$ cat src/rtl/fdivsqrt_pkg.sv
// Shared types and widths for the divide/sqrt result-side logic.
package fdivsqrt_pkg;

    localparam int DIVB_DEF = 59;
    localparam int RESW_DEF = DIVB_DEF + 4;
    localparam int QW_DEF   = DIVB_DEF + 1;

    typedef enum logic [1:0] {
        IDLE    = 2'd0,
        BUSY    = 2'd1,
        RESOLVE = 2'd2,
        HOLD    = 2'd3
    } resq_state_t;

endpackage

$ cat src/rtl/fdivsqrt_resq_if.sv
// Handshake and datapath bundle between the iteration core, the result
// stage and the FPU writeback stage.
interface fdivsqrt_resq_if
    import fdivsqrt_pkg::*;
#(
    parameter int DIVb = DIVB_DEF
);
    logic              StartE;
    logic              SqrtE;
    logic              FlushE;
    logic [DIVb+3:0]   FirstWS;
    logic [DIVb+3:0]   FirstWC;
    logic [DIVb:0]     FirstU;
    logic [DIVb:0]     FirstUM;
    logic              BusyE;
    logic              ResValid;
    logic              ResReady;
    logic [DIVb:0]     QM;
    logic              StickyM;
    logic              SqrtM;

    modport slave (
        input  StartE, SqrtE, FlushE, FirstWS, FirstWC, FirstU, FirstUM, ResReady,
        output BusyE, ResValid, QM, StickyM, SqrtM
    );

    modport master (
        output StartE, SqrtE, FlushE, FirstWS, FirstWC, FirstU, FirstUM, ResReady,
        input  BusyE, ResValid, QM, StickyM, SqrtM
    );
endinterface

$ cat src/rtl/fdivsqrt_ressign.sv
// Carry-save residual resolve: WS+WC with wrap, then sign and zero detect.
module fdivsqrt_ressign
    import fdivsqrt_pkg::*;
#(
    parameter int W = RESW_DEF
) (
    input  logic [W-1:0] i_ws,
    input  logic [W-1:0] i_wc,
    output logic         o_neg,
    output logic         o_zero
);
    logic [W-1:0] w_sum;

    assign w_sum  = i_ws + i_wc;
    assign o_neg  = w_sum[W-1];
    assign o_zero = (w_sum == '0);
endmodule

$ cat src/rtl/fdivsqrt_resq.sv
// Result-side sequencer for the divide/sqrt iteration core.
// Optional early termination on an exact remainder: FDIVSQRT_EARLYTERM_EN.
//
//   state   | meaning
//   IDLE    | waiting for StartE
//   BUSY    | core iterating; snapshot captured on the last iteration
//   RESOLVE | residual sign/zero resolved, QM and StickyM registered
//   HOLD    | result presented until ResReady
module fdivsqrt_resq
    import fdivsqrt_pkg::*;
#(
    parameter int DIVb   = DIVB_DEF,
    parameter int CYCLES = 15,
    parameter int CNTW   = $clog2(CYCLES + 1)
) (
    input  logic            clk,
    input  logic            reset_n,
    fdivsqrt_resq_if.slave  bus
);
    localparam int RESW = DIVb + 4;
    localparam int QW   = DIVb + 1;

    localparam logic [1:0] ST_IDLE    = IDLE;
    localparam logic [1:0] ST_BUSY    = BUSY;
    localparam logic [1:0] ST_RESOLVE = RESOLVE;
    localparam logic [1:0] ST_HOLD    = HOLD;

    localparam logic [CNTW-1:0] CNT_LOAD = CNTW'(CYCLES - 1);

    logic [1:0]      r_state;
    logic [CNTW-1:0] r_cnt;
    logic [RESW-1:0] r_ws, r_wc;
    logic [QW-1:0]   r_u, r_um;
    logic [QW-1:0]   r_qm;
    logic            r_sticky;
    logic            r_sqrt;
    logic            r_early;

    logic            w_neg, w_zero;
    logic            w_early;
    logic            w_capture;

    fdivsqrt_ressign #(.W(RESW)) u_resolve (
        .i_ws   (r_ws),
        .i_wc   (r_wc),
        .o_neg  (w_neg),
        .o_zero (w_zero)
    );

`ifdef FDIVSQRT_EARLYTERM_EN
    logic w_et_neg, w_et_zero;

    fdivsqrt_ressign #(.W(RESW)) u_earlyterm (
        .i_ws   (bus.FirstWS),
        .i_wc   (bus.FirstWC),
        .o_neg  (w_et_neg),
        .o_zero (w_et_zero)
    );

    // Exact remainder seen before the last iteration: finish now.
    assign w_early = (r_state == ST_BUSY) && w_et_zero && (r_cnt != '0);
`else
    assign w_early = 1'b0;
`endif

    assign w_capture = (r_state == ST_BUSY) && ((r_cnt == '0) || w_early);

    // Snapshot of the core's start-of-cycle residual and result words.
    always_ff @(posedge clk or negedge reset_n) begin
        if (!reset_n) begin
            r_ws <= '0;
            r_wc <= '0;
            r_u  <= '0;
            r_um <= '0;
        end else if (w_capture) begin
            r_ws <= bus.FirstWS;
            r_wc <= bus.FirstWC;
            r_u  <= bus.FirstU;
            r_um <= bus.FirstUM;
        end
    end

    // Sequencer, iteration counter and held result; flush overrides all.
    always_ff @(posedge clk or negedge reset_n) begin
        if (!reset_n) begin
            r_state  <= ST_IDLE;
            r_cnt    <= '0;
            r_qm     <= '0;
            r_sticky <= 1'b0;
            r_sqrt   <= 1'b0;
            r_early  <= 1'b0;
        end else if (bus.FlushE) begin
            r_state  <= ST_IDLE;
            r_cnt    <= '0;
            r_qm     <= '0;
            r_sticky <= 1'b0;
            r_early  <= 1'b0;
        end else begin
            case (r_state)
                ST_IDLE: begin
                    if (bus.StartE) begin
                        r_state <= ST_BUSY;
                        r_cnt   <= CNT_LOAD;
                        r_sqrt  <= bus.SqrtE;
                    end
                end
                ST_BUSY: begin
                    if (w_capture) begin
                        r_state <= ST_RESOLVE;
                        r_cnt   <= '0;
                        r_early <= w_early;
                    end else begin
                        r_cnt <= r_cnt - CNTW'(1);
                    end
                end
                ST_RESOLVE: begin
                    r_state  <= ST_HOLD;
                    r_qm     <= w_neg ? r_um : r_u;
                    r_sticky <= ~w_zero & ~r_early;
                end
                ST_HOLD: begin
                    if (bus.ResReady) begin
                        if (bus.StartE) begin
                            r_state <= ST_BUSY;
                            r_cnt   <= CNT_LOAD;
                            r_sqrt  <= bus.SqrtE;
                        end else begin
                            r_state <= ST_IDLE;
                        end
                    end
                end
                default: r_state <= ST_IDLE;
            endcase
        end
    end

    assign bus.BusyE    = (r_state == ST_BUSY);
    assign bus.ResValid = (r_state == ST_HOLD);
    assign bus.QM       = r_qm;
    assign bus.StickyM  = r_sticky;
    assign bus.SqrtM    = r_sqrt;

endmodule
$ cat src/flat_wrapper.sv
// flat-port wrapper written by rule: the top's interface ports become plain ports
module fdivsqrt_resq_flat import fdivsqrt_pkg::*;
#(
    parameter int DIVb   = DIVB_DEF,
    parameter int CYCLES = 15,
    parameter int CNTW   = $clog2(CYCLES + 1)
)
  (clk, reset_n, bus_StartE, bus_SqrtE, bus_FlushE, bus_FirstWS, bus_FirstWC, bus_FirstU, bus_FirstUM, bus_ResReady, bus_BusyE, bus_ResValid, bus_QM, bus_StickyM, bus_SqrtM);
  fdivsqrt_resq_if #(.DIVb(DIVb)) bus_i ();
  input  logic clk;
  input  logic reset_n;
  input wire logic [$bits(bus_i.StartE)-1:0] bus_StartE;
  input wire logic [$bits(bus_i.SqrtE)-1:0] bus_SqrtE;
  input wire logic [$bits(bus_i.FlushE)-1:0] bus_FlushE;
  input wire logic [$bits(bus_i.FirstWS)-1:0] bus_FirstWS;
  input wire logic [$bits(bus_i.FirstWC)-1:0] bus_FirstWC;
  input wire logic [$bits(bus_i.FirstU)-1:0] bus_FirstU;
  input wire logic [$bits(bus_i.FirstUM)-1:0] bus_FirstUM;
  input wire logic [$bits(bus_i.ResReady)-1:0] bus_ResReady;
  output wire logic [$bits(bus_i.BusyE)-1:0] bus_BusyE;
  output wire logic [$bits(bus_i.ResValid)-1:0] bus_ResValid;
  output wire logic [$bits(bus_i.QM)-1:0] bus_QM;
  output wire logic [$bits(bus_i.StickyM)-1:0] bus_StickyM;
  output wire logic [$bits(bus_i.SqrtM)-1:0] bus_SqrtM;
  assign bus_i.StartE = bus_StartE;
  assign bus_i.SqrtE = bus_SqrtE;
  assign bus_i.FlushE = bus_FlushE;
  assign bus_i.FirstWS = bus_FirstWS;
  assign bus_i.FirstWC = bus_FirstWC;
  assign bus_i.FirstU = bus_FirstU;
  assign bus_i.FirstUM = bus_FirstUM;
  assign bus_i.ResReady = bus_ResReady;
  assign bus_BusyE = bus_i.BusyE;
  assign bus_ResValid = bus_i.ResValid;
  assign bus_QM = bus_i.QM;
  assign bus_StickyM = bus_i.StickyM;
  assign bus_SqrtM = bus_i.SqrtM;
  fdivsqrt_resq #(.DIVb(DIVb), .CYCLES(CYCLES), .CNTW(CNTW)) u_core (.clk(clk), .reset_n(reset_n), .bus(bus_i));
endmodule
$ cat config.mk
export PLATFORM = sky130hd
export DESIGN_NAME = fdivsqrt_resq_flat
export DESIGN_NICKNAME = d
export VERILOG_FILES = /design/src/rtl/fdivsqrt_pkg.sv /design/src/rtl/fdivsqrt_resq_if.sv /design/src/rtl/fdivsqrt_ressign.sv /design/src/rtl/fdivsqrt_resq.sv /design/src/flat_wrapper.sv
export SDC_FILE = /design/constraint.sdc
export NUM_CORES = 1
export LEC_CHECK = 0
export BUFFER_PORTS_ARGS = -buffer_cell sky130_fd_sc_hd__buf_4
export CORE_MARGIN = 2
export CORE_UTILIZATION = 32
export DETAILED_ROUTE_END_ITERATION = 10
export GPL_TIMING_DRIVEN = 0
export PLACE_DENSITY = 0.57
export SETUP_SLACK_MARGIN = 0.15
export SYNTH_ARGS = -nofsm -noshare
export SYNTH_HDL_FRONTEND = slang
export SYNTH_SLANG_ARGS = --single-unit
$ cat constraint.sdc
create_clock -name clk -period 4.2 [get_ports clk]
set_clock_uncertainty 0.1 [all_clocks]
set_input_delay 0.42 -clock clk [delete_from_list [all_inputs] [get_ports clk]]
set_output_delay 0.42 -clock clk [all_outputs]
set_load 0.02 [all_outputs]
-- Word-level counts from Yosys, hierarchy flattened
Index checks and enable logic that the tools add are counted.
W data, S select, Z words.
- bits in registers: 315
- input bits: 252
- word-level logic and storage cells: 58
- add/sub/neg operators: 2
- eq/ne operators: 7
- mux-type cells: 22
- bitwise operators: 4
- reduce and logical (&&, ||, !) cells: 13
- operator list (operator ; count):
    $mux W60 ; 3
    $add A63 B63 Y63 ; 1
    $logic_not A63 Y1 ; 1
    $mux W4 ; 4
    $pmux W4 S3 ; 1
    $mux W1 ; 8
    $mux W2 ; 4
    $pmux W2 S4 ; 1
    $reduce_bool A2 Y1 ; 4
    $ne A3 B3 Y1 const B ; 2
    $reduce_and A3 Y1 ; 2
    $eq A2 B2 Y1 const B ; 2
    $logic_not A4 Y1 ; 1
    $reduce_and A2 Y1 ; 2
    $reduce_bool A4 Y1 ; 1
    $sub A4 B1 Y4 const B ; 1
    $ne A3 B2 Y1 const B ; 1
    $not A1 Y1 ; 3
    $eq A2 B1 Y1 const B ; 1
    $logic_not A2 Y1 ; 1
    $ne A2 B2 Y1 const B ; 1
    $pmux W1 S2 ; 1
    $and A1 B1 Y1 ; 1
    $logic_and A1 B1 Y1 ; 1

-- Depth between registers and ports, before layout
Gate-level depths: netlist (run 1).
- depth after elaboration: 6
- gate-level depth with buffers: 14
- gate-level depth less buffers: 13

-- Hierarchy
Synthesis (run 1) repeated with hierarchy kept, for this count alone.
- cell total of the unflattened synthesis: 1557
- area, all modules: 18198.7 µm²
- by module, submodules not included (module ; times used ; cells each ; area each (µm²) ; seq. area each (µm²)):
    fdivsqrt_resq ; 1 ; 844 ; 13454.2 ; 7857.5
    fdivsqrt_ressign ; 1 ; 713 ; 4744.6 ; 0.0

-- Least setup slack after synthesis (run 1)
Ideal clock, no wire load.
- path kind: reg2reg
- start point: register u_core.r_wc[1]
- end point: register u_core.r_sticky, in the netlist u_core.bus.StickyM
- data arrival time: 3.365 ns
- data required time: 3.976 ns
- path slack: 0.611 ns
- cell stages (with the launch flop): 13
- buffers on the path: 0
- path through: dfrtp_1 > ha_1 > a21o_1 > nand4_1 > a2111o_1 > a311oi_1 > o21a_1 > a21oi_1 > o21ai_0 > a21oi_1 > xnor2_1 > or4_1 > o31a_1
- word-level cells in the longest chain between the ends: 6
- ends and longest elaborated chain (item ; line ; source):
    start: declaration ; fdivsqrt_resq.sv:32 ; logic [RESW-1:0] r_ws, r_wc;
    start signal: assignment ; fdivsqrt_resq.sv:77 ; r_wc <= bus.FirstWC;
    $add A63 B63 Y63 ; fdivsqrt_ressign.sv:14 ; assign w_sum = i_ws + i_wc;
    $logic_not A63 Y1 ; fdivsqrt_ressign.sv:16 ; assign o_zero = (w_sum == '0);
    $not A1 Y1 ; fdivsqrt_resq.sv:119 ; r_sticky <= ~w_zero & ~r_early;
    $and A1 B1 Y1 ; fdivsqrt_resq.sv:119 ;
    $mux W1 ; fdivsqrt_resq.sv:99 ; case (r_state)
    $mux W1 ; fdivsqrt_resq.sv:92 ; end else if (bus.FlushE) begin
    end signal: assignment ; fdivsqrt_resq.sv:119 ;
    end: declaration ; fdivsqrt_resq.sv:35 ; logic r_sticky;
No other way between the ends. The select of a mux whose other input is x is not followed.
A chain may end at the register's enable or synchronous reset.

-- Worst setup path after layout (run 1)
- start point: register u_core.r_wc[20]
- end point: register u_core.r_sticky, in the netlist u_core.bus.StickyM
Same word-level chain as after synthesis.

==> results.json, run 1 <==
{
  "final-hold-violation-count": 0,
  "synth.distinct_cells": 78,
  "antenna_found_initial": 14,
  "drc_errors": 0,
  "clock_sinks": 314,
  "worstPathCellList": "ha_1 -> clkbuf_4 -> a21oi_4 -> o21ai_4 -> a22oi_2 -> nand3b_1 -> nor4_1 -> o2111ai_1 -> a2111o_1 -> or4_4 -> nor4_2 -> nand4_1 -> o31a_1",
  "core_um2": 52700,
  "clkSlewWorstSetupHoldPaths_ns": 0.06,
  "synthArstFlopShare": 1.00,
  "worst_setup_path_startpoint": "u_core.r_wc[20]",
  "synth.avg_cell_area_um2": 11.1,
  "place_area_um2": 20400,
  "path_max_fanout": 9,
  "start_util": 0.324,
  "maxCapViolations": 0,
  "place_congestion": 0.901,
  "cpPeakStageDelay_ns": 0.51,
  "synth_seq_cells": 314,
  "ios": 316,
  "seq_area_frac_synth": 0.460,
  "portBuffers": 314,
  "fin_area_um2": 24500,
  "setup_viol": 0,
  "drt_iter0_drc": 656,
  "post-route-min-period_ns": 3.95,
  "cp_num_buf_inv": 1,
  "post-route-period-util": 0.942,
  "final_net_count": 2477,
  "relSlewSlack": 0.128,
  "htree_levels": 2,
  "routed_wl_um": 56000,
  "cts_max_path_buffers": 3,
  "fillerInstances": 4849,
  "hold_class": "input port to flop",
  "die_w_um": 235,
  "p_total_mw": 22.2,
  "drtAntennaViolNets": 0,
  "avgRoutedWirePerCell_um": 19.5,
  "die_h_um": 235,
  "finalNonFillerCells": 2879,
  "dp_hpwl_um": 42100,
  "firstDrtPassIters": 5,
  "cts_tree": "yes",
  "rows": 84,
  "grt_max_degree": 117,
  "slowest_stage": "or4_4",
  "cp-end-kind": "flop",
  "synthCells": 1543,
  "status": "completed",
  "rsz0062_at_grt": "no",
  "drive_gt1_frac": 0.334,
  "setup_tns_ns": 0,
  "pwr_density_cell_nw_per_um2": 909,
  "power.leakage_nw": 10.7,
  "ys_warn_count": 0,
  "crit_arrival_ns": 4.30,
  "worstSkewPairLatency_ns": 0.58,
  "cp_top_family": "compound AO/OA/AOI/OAI gates",
  "worstSetupPathType": "flop to flop",
  "grt_pass1_wl_um": 87600,
  "fmax_mhz": 253,
  "track_usage": 0.200,
  "tightest_slew_ns": 1.31,
  "layout_setup_ws_ns": 0.245,
  "synth.cell_area_um2": 17100,
  "worstSetupStartpointType": "flop",
  "r2r_start": "u_core.r_wc[20]",
  "synthFlopType": "dfrtp_1",
  "dp.cells": 2548,
  "first_global_vias": 15400,
  "synth_edf_count": 0,
  "via_per_inst": 5.06,
  "worstPathRequired_ns": 4.54,
  "final_util": 0.464,
  "die_area_um2": 55200,
  "root_buffer": "clkbuf_16",
  "syn_to_final_growth_pct": 43.1,
  "grt.overflow.total": 0,
  "timing.hold.ws_ns": 0.0293,
  "drv_slew": 0,
  "cts_buffers": 39,
  "vias": 14600,
  "synth_nets": 1865,
  "hp-start": "bus_FirstWC[59]",
  "peakVddDrop_v": 0.000462,
  "pre_cts_slack_ns": -0.261
}
==> Yosys cell counts, types with 5 or more instances <==
cell / instances / area [µm²]
xor2_1: 14 / 123
clkbuf_1: 59 / 221
nor3_1: 26 / 130
mux2i_1: 68 / 681
and3_1: 9 / 56.3
o21ai_1: 10 / 50.1
a21oi_1: 79 / 395
a21oi_2: 8 / 70.1
nand3_1: 19 / 95.1
buf_2: 27 / 135
o22ai_1: 6 / 37.5
a21o_1: 29 / 218
xnor2_1: 20 / 175
mux2_2: 249 / 2800
dfrtp_1: 314 / 7860
nand2_1: 75 / 282
ha_1: 69 / 863
o21bai_1: 6 / 45.0
nor2b_1: 11 / 68.8
a31oi_1: 14 / 87.6
o21a_1: 13 / 97.6
o31ai_1: 7 / 52.6
a211oi_1: 73 / 548
nand4_1: 35 / 219
inv_1: 25 / 93.8
and4_1: 5 / 43.8
nor2_1: 116 / 435
o211ai_1: 6 / 45.0
or3_1: 5 / 31.3
o21ai_0: 51 / 255
==> power by group <==
| group | internal, mW | switching, mW | total (mW) | leakage, nW |
|---|---|---|---|---|
| Clock | 2.01 | 1.39 | 3.40 | 0.636 |
| Sequential | 4.51 | 0.876 | 5.39 | 3.86 |
| Combinational | 5.85 | 7.59 | 13.4 | 6.17 |
| Total | 12.4 | 9.86 | 22.2 | 10.7 |
==> state kept, by name (all words and copies together) (netlist names) <==
register            count
u_core.bus.SqrtM        1
u_core.bus.StickyM      1
u_core.r_u             60
u_core.r_cnt            4
u_core.bus.QM          60
u_core.r_state          2
u_core.r_wc            63
u_core.r_ws            63
u_core.r_um            60
==> layout make-up <==
cell class,count,area (µm²),share of cell area
multi-input combinational,1110,8910,0.364
sequential,314,7860,0.321
timing repair buffer,571,4970,0.203
clock buffer,53,1080,0.0441
tap,688,861,0.0352
buffer,94,452,0.0185
clock inverter,15,213,0.00870
inverter,25,93.8,0.00384
antenna,9,22.5,0.000921
==> worst reg2reg max path: stages (launching register included) <==
cell	delay (ns)
dfrtp_1	0.39
ha_1	0.30
clkbuf_4	0.21
a21oi_4	0.21
o21ai_4	0.12
a22oi_2	0.24
nand3b_1	0.15
nor4_1	0.28
o2111ai_1	0.15
a2111o_1	0.42
or4_4	0.51
nor4_2	0.32
nand4_1	0.14
o31a_1	0.30
==> final timing paths <==
check	endpoint	slack [ns]	depth (start not counted)
max	u_core.bus.StickyM	0.25	13
min	u_core.r_wc[59]	0.03	2
max reg2reg	u_core.bus.StickyM	0.25	13
min reg2reg	u_core.r_um[52]	0.40	1
max in group asynchronous	u_core.r_u[39]	2.68	4
min in group asynchronous	u_core.r_wc[27]	0.19	2
==> metal layers <==
layer  vias up  global-route usage  routed length (µm)
li1       6943                   -                   -
met1      7174               0.244               23800
met2       343               0.341               27300
met3       105              0.0511                3260
met4        10              0.0698                1570
met5         -                   0                  62
==> cells by family (layout without fill, tap and decap cells) <==
kind of cell | count (synthesis) | in the layout | synth area share
fa+ha+maj | 70 | 70 | 0.0517
compound gates | 355 | 355 | 0.142
buf+inv | 119 | 758 | 0.0304
xor+xnor | 35 | 35 | 0.0184
mux | 317 | 317 | 0.204
other cells | 0 | 9 | 0
simple gates | 333 | 333 | 0.0931
flops | 314 | 314 | 0.460
==> timing repair <==
item / 4_1_cts / 5_1_grt
setup buffers: 0 / 9
pin swaps: 1 / 22
cloned: 0 / 0
hold buffers: 245 / 0
setup endpoints to repair: 61 / 61
hold endpoints to repair: 342 / 0
gates resized for setup: 13 / 52
==> cells in the final DEF (no fill, tap or decap), drive strengths merged, types with 5 or more instances in the layout <==
cell	instances
or2	6
o22ai	6
mux2	249
xor2	14
and3	9
nand4	35
inv	27
o21a	13
nor2	117
a21o	29
and4	5
a211oi	75
a2111oi	6
o21bai	6
a31oi	15
ha	69
nand3	19
nor3	27
clkinv	10
a21oi	88
buf	356
dfrtp	314
diode	9
o211ai	6
dlygate4sd3	245
nor2b	11
xnor2	21
mux2i	68
nand2	75
clkbuf	117
o21ai	65
o31ai	7
or3	6
No activity file was read; power rests on OpenSTA's default activity.
==> inputs of run 2 (changes only) <==
--- a/config.mk
+++ b/config.mk
@@ -6,11 +6,13 @@
 export NUM_CORES = 1
 export LEC_CHECK = 0
 export BUFFER_PORTS_ARGS = -buffer_cell sky130_fd_sc_hd__buf_4
+export CELL_PAD_IN_SITES_DETAIL_PLACEMENT = 1
+export CELL_PAD_IN_SITES_GLOBAL_PLACEMENT = 1
 export CORE_MARGIN = 2
 export CORE_UTILIZATION = 32
 export DETAILED_ROUTE_END_ITERATION = 10
 export GPL_TIMING_DRIVEN = 0
-export PLACE_DENSITY = 0.57
+export PLACE_DENSITY = 0.68
 export SETUP_SLACK_MARGIN = 0.15
 export SYNTH_ARGS = -nofsm -noshare
 export SYNTH_HDL_FRONTEND = slang
==> results.json, run 2 (synthesized netlist as in run 1, its figures left out) <==
{
  "status": "completed",
  "cts_max_path_buffers": 3,
  "drive_gt1_frac": 0.345,
  "firstDrtPassIters": 4,
  "die_h_um": 235,
  "die_area_um2": 55200,
  "fillerInstances": 5648,
  "grt_max_degree": 123,
  "maxCapViolations": 0,
  "drt_iter0_drc": 654,
  "rows": 84,
  "track_usage": 0.233,
  "place_congestion": 0.881,
  "routed_wl_um": 65400,
  "drv_slew": 0,
  "avgRoutedWirePerCell_um": 22.8,
  "antenna_found_initial": 3,
  "worstPathRequired_ns": 4.56,
  "grt.overflow.total": 0,
  "final_common_cell": "buf_4",
  "top_regs": "u_core.r_wc (63), u_core.r_ws (63)",
  "pwr_density_cell_nw_per_um2": 947,
  "worstSetupPathType": "flop to flop",
  "cp_top_family": "compound AO/OA/AOI/OAI gates",
  "crit_arrival_ns": 4.34,
  "worstSkewPairLatency_ns": 0.59,
  "cp-end-kind": "flop",
  "portBuffers": 314,
  "timing.hold.ws_ns": 0.0227,
  "fmax_mhz": 251,
  "rsz0062_at_grt": "yes",
  "p_total_mw": 23.3,
  "dp.cells": 2547,
  "cts_buffers": 38,
  "dp_hpwl_um": 44600,
  "final-hold-violation-count": 0,
  "setup_viol": 0,
  "ios": 316,
  "hold_class": "input port to flop",
  "cpPeakStageDelay_ns": 0.51,
  "clkSlewWorstSetupHoldPaths_ns": 0.06,
  "drtAntennaViolNets": 0,
  "first_global_vias": 16900,
  "htree_levels": 2,
  "regArea_um2": 7860,
  "die_w_um": 235,
  "layout_common_cells": "buf_4, dfrtp_1, mux2_2, dlygate4sd3_1, nor2_1",
  "worstSetupStartpointType": "flop",
  "slowest_stage": "xnor2_4",
  "finalNonFillerCells": 2874,
  "via_per_inst": 5.25,
  "core_um2": 52700,
  "final_net_count": 2481,
  "post-route-min-period_ns": 3.98,
  "power.leakage_nw": 10.7,
  "peakVddDrop_v": 0.000449,
  "worstPathCellList": "ha_1 -> buf_4 -> nand2_1 -> o211ai_1 -> nand3_1 -> a211oi_2 -> o21ai_1 -> and4b_1 -> o21ai_2 -> a21oi_4 -> xnor2_4 -> buf_6 -> mux2i_1 -> a211oi_1",
  "syn_to_final_growth_pct": 43.9,
  "clock_sinks": 314,
  "path_max_fanout": 10,
  "relSlewSlack": 0.127,
  "post-route-period-util": 0.948,
  "drc_errors": 0,
  "cp_num_buf_inv": 2,
  "setup_tns_ns": 0,
  "root_buffer": "clkbuf_16",
  "vias": 15100,
  "start_util": 0.324,
  "tightest_slew_ns": 1.31,
  "grt_pass1_wl_um": 101000,
  "cts_tree": "yes",
  "multi_input_area_um2": 9030
}
==> run 2: cell types whose count changed in the layout (fill, tap and decap cells not counted), moves of 3 or more <==
cell | before | now
buf_8 | 1 | 5
a211oi_2 | 3 | 6
a211oi_1 | 71 | 68
o21ai_2 | 5 | 9
diode_2 | 9 | 2
clkinv_2 | 7 | 4
buf_6 | 3 | 6
clkbuf_8 | 5 | 10
==> run 2: through the flow <==
step                      setup slack (ns)   util  area [µm²]
after global routing                0.0914  0.467       24600
after floorplan                      0.611      -       17100
after CTS                            0.166  0.459       24200
final                                0.218  0.467       24600
after detailed placement            -0.366  0.387       20400
after global placement              -0.349  0.386       20300
==> run 2: layout make-up <==
class                   count  share of cell area
multi-input cells        1110               0.367
flip-flops and latches    314               0.320
repair buffers            576               0.203
clock buffers              56              0.0455
well taps                 688              0.0350
plain buffers              94              0.0201
clock inverters             9             0.00565
inverters                  25             0.00382
diodes                      2            0.000204
==> run 2: power breakdown <==
group	total (mW)	switching (mW)	internal, mW
clock	3.35	1.42	1.93
sequential	5.50	0.984	4.51
combinational	14.5	8.34	6.11
==> run 2: path summary, 6_finish.rpt <==
kind	startpoint	slack, ns	cells after the start	endpoint
worst max-delay path	u_core.r_wc[13]	0.22	14	u_core.bus.QM[15]
worst min-delay path	bus_FirstWC[49]	0.02	2	u_core.r_wc[49]
worst max register to register	u_core.r_wc[13]	0.22	14	u_core.bus.QM[15]
worst min register to register	u_core.r_u[23]	0.41	1	u_core.r_u[23]
max in group asynchronous	reset_n	2.03	4	u_core.r_u[8]
min in group asynchronous	reset_n	0.30	2	u_core.r_wc[15]
==> run 2: worst reg2reg max path, cell delays in order, from the launching register on <==
cell and delay [ns]:
dfrtp_1 0.42, ha_1 0.30, buf_4 0.16, nand2_1 0.10, o211ai_1 0.30, nand3_1 0.23
a211oi_2 0.35, o21ai_1 0.12, and4b_1 0.23, o21ai_2 0.17, a21oi_4 0.11, xnor2_4 0.51
buf_6 0.28, mux2i_1 0.11, a211oi_1 0.37
==> run 2: metal layers <==
| metal | share of wire | vias up | global-route usage | routed length, µm |
|---|---|---|---|---|
| li1 | - | 6918 | - | - |
| met1 | 0.41 | 7672 | 0.282 | 27100 |
| met2 | 0.51 | 379 | 0.415 | 33400 |
| met3 | 0.043 | 122 | 0.0411 | 2830 |
| met4 | 0.032 | 0 | 0.0802 | 2090 |
| met5 | 0 | - | 0 | 0 |
==> run 2: what timing repair did <==
action / in CTS / in global routing
resized for setup: 24 / 79
hold buffers: 245 / 0
pin swaps: 3 / 23
buffers inserted: 0 / 15
hold endpoints to repair: 330 / 0
setup endpoints to repair: 61 / 61
cloned: 0 / 0
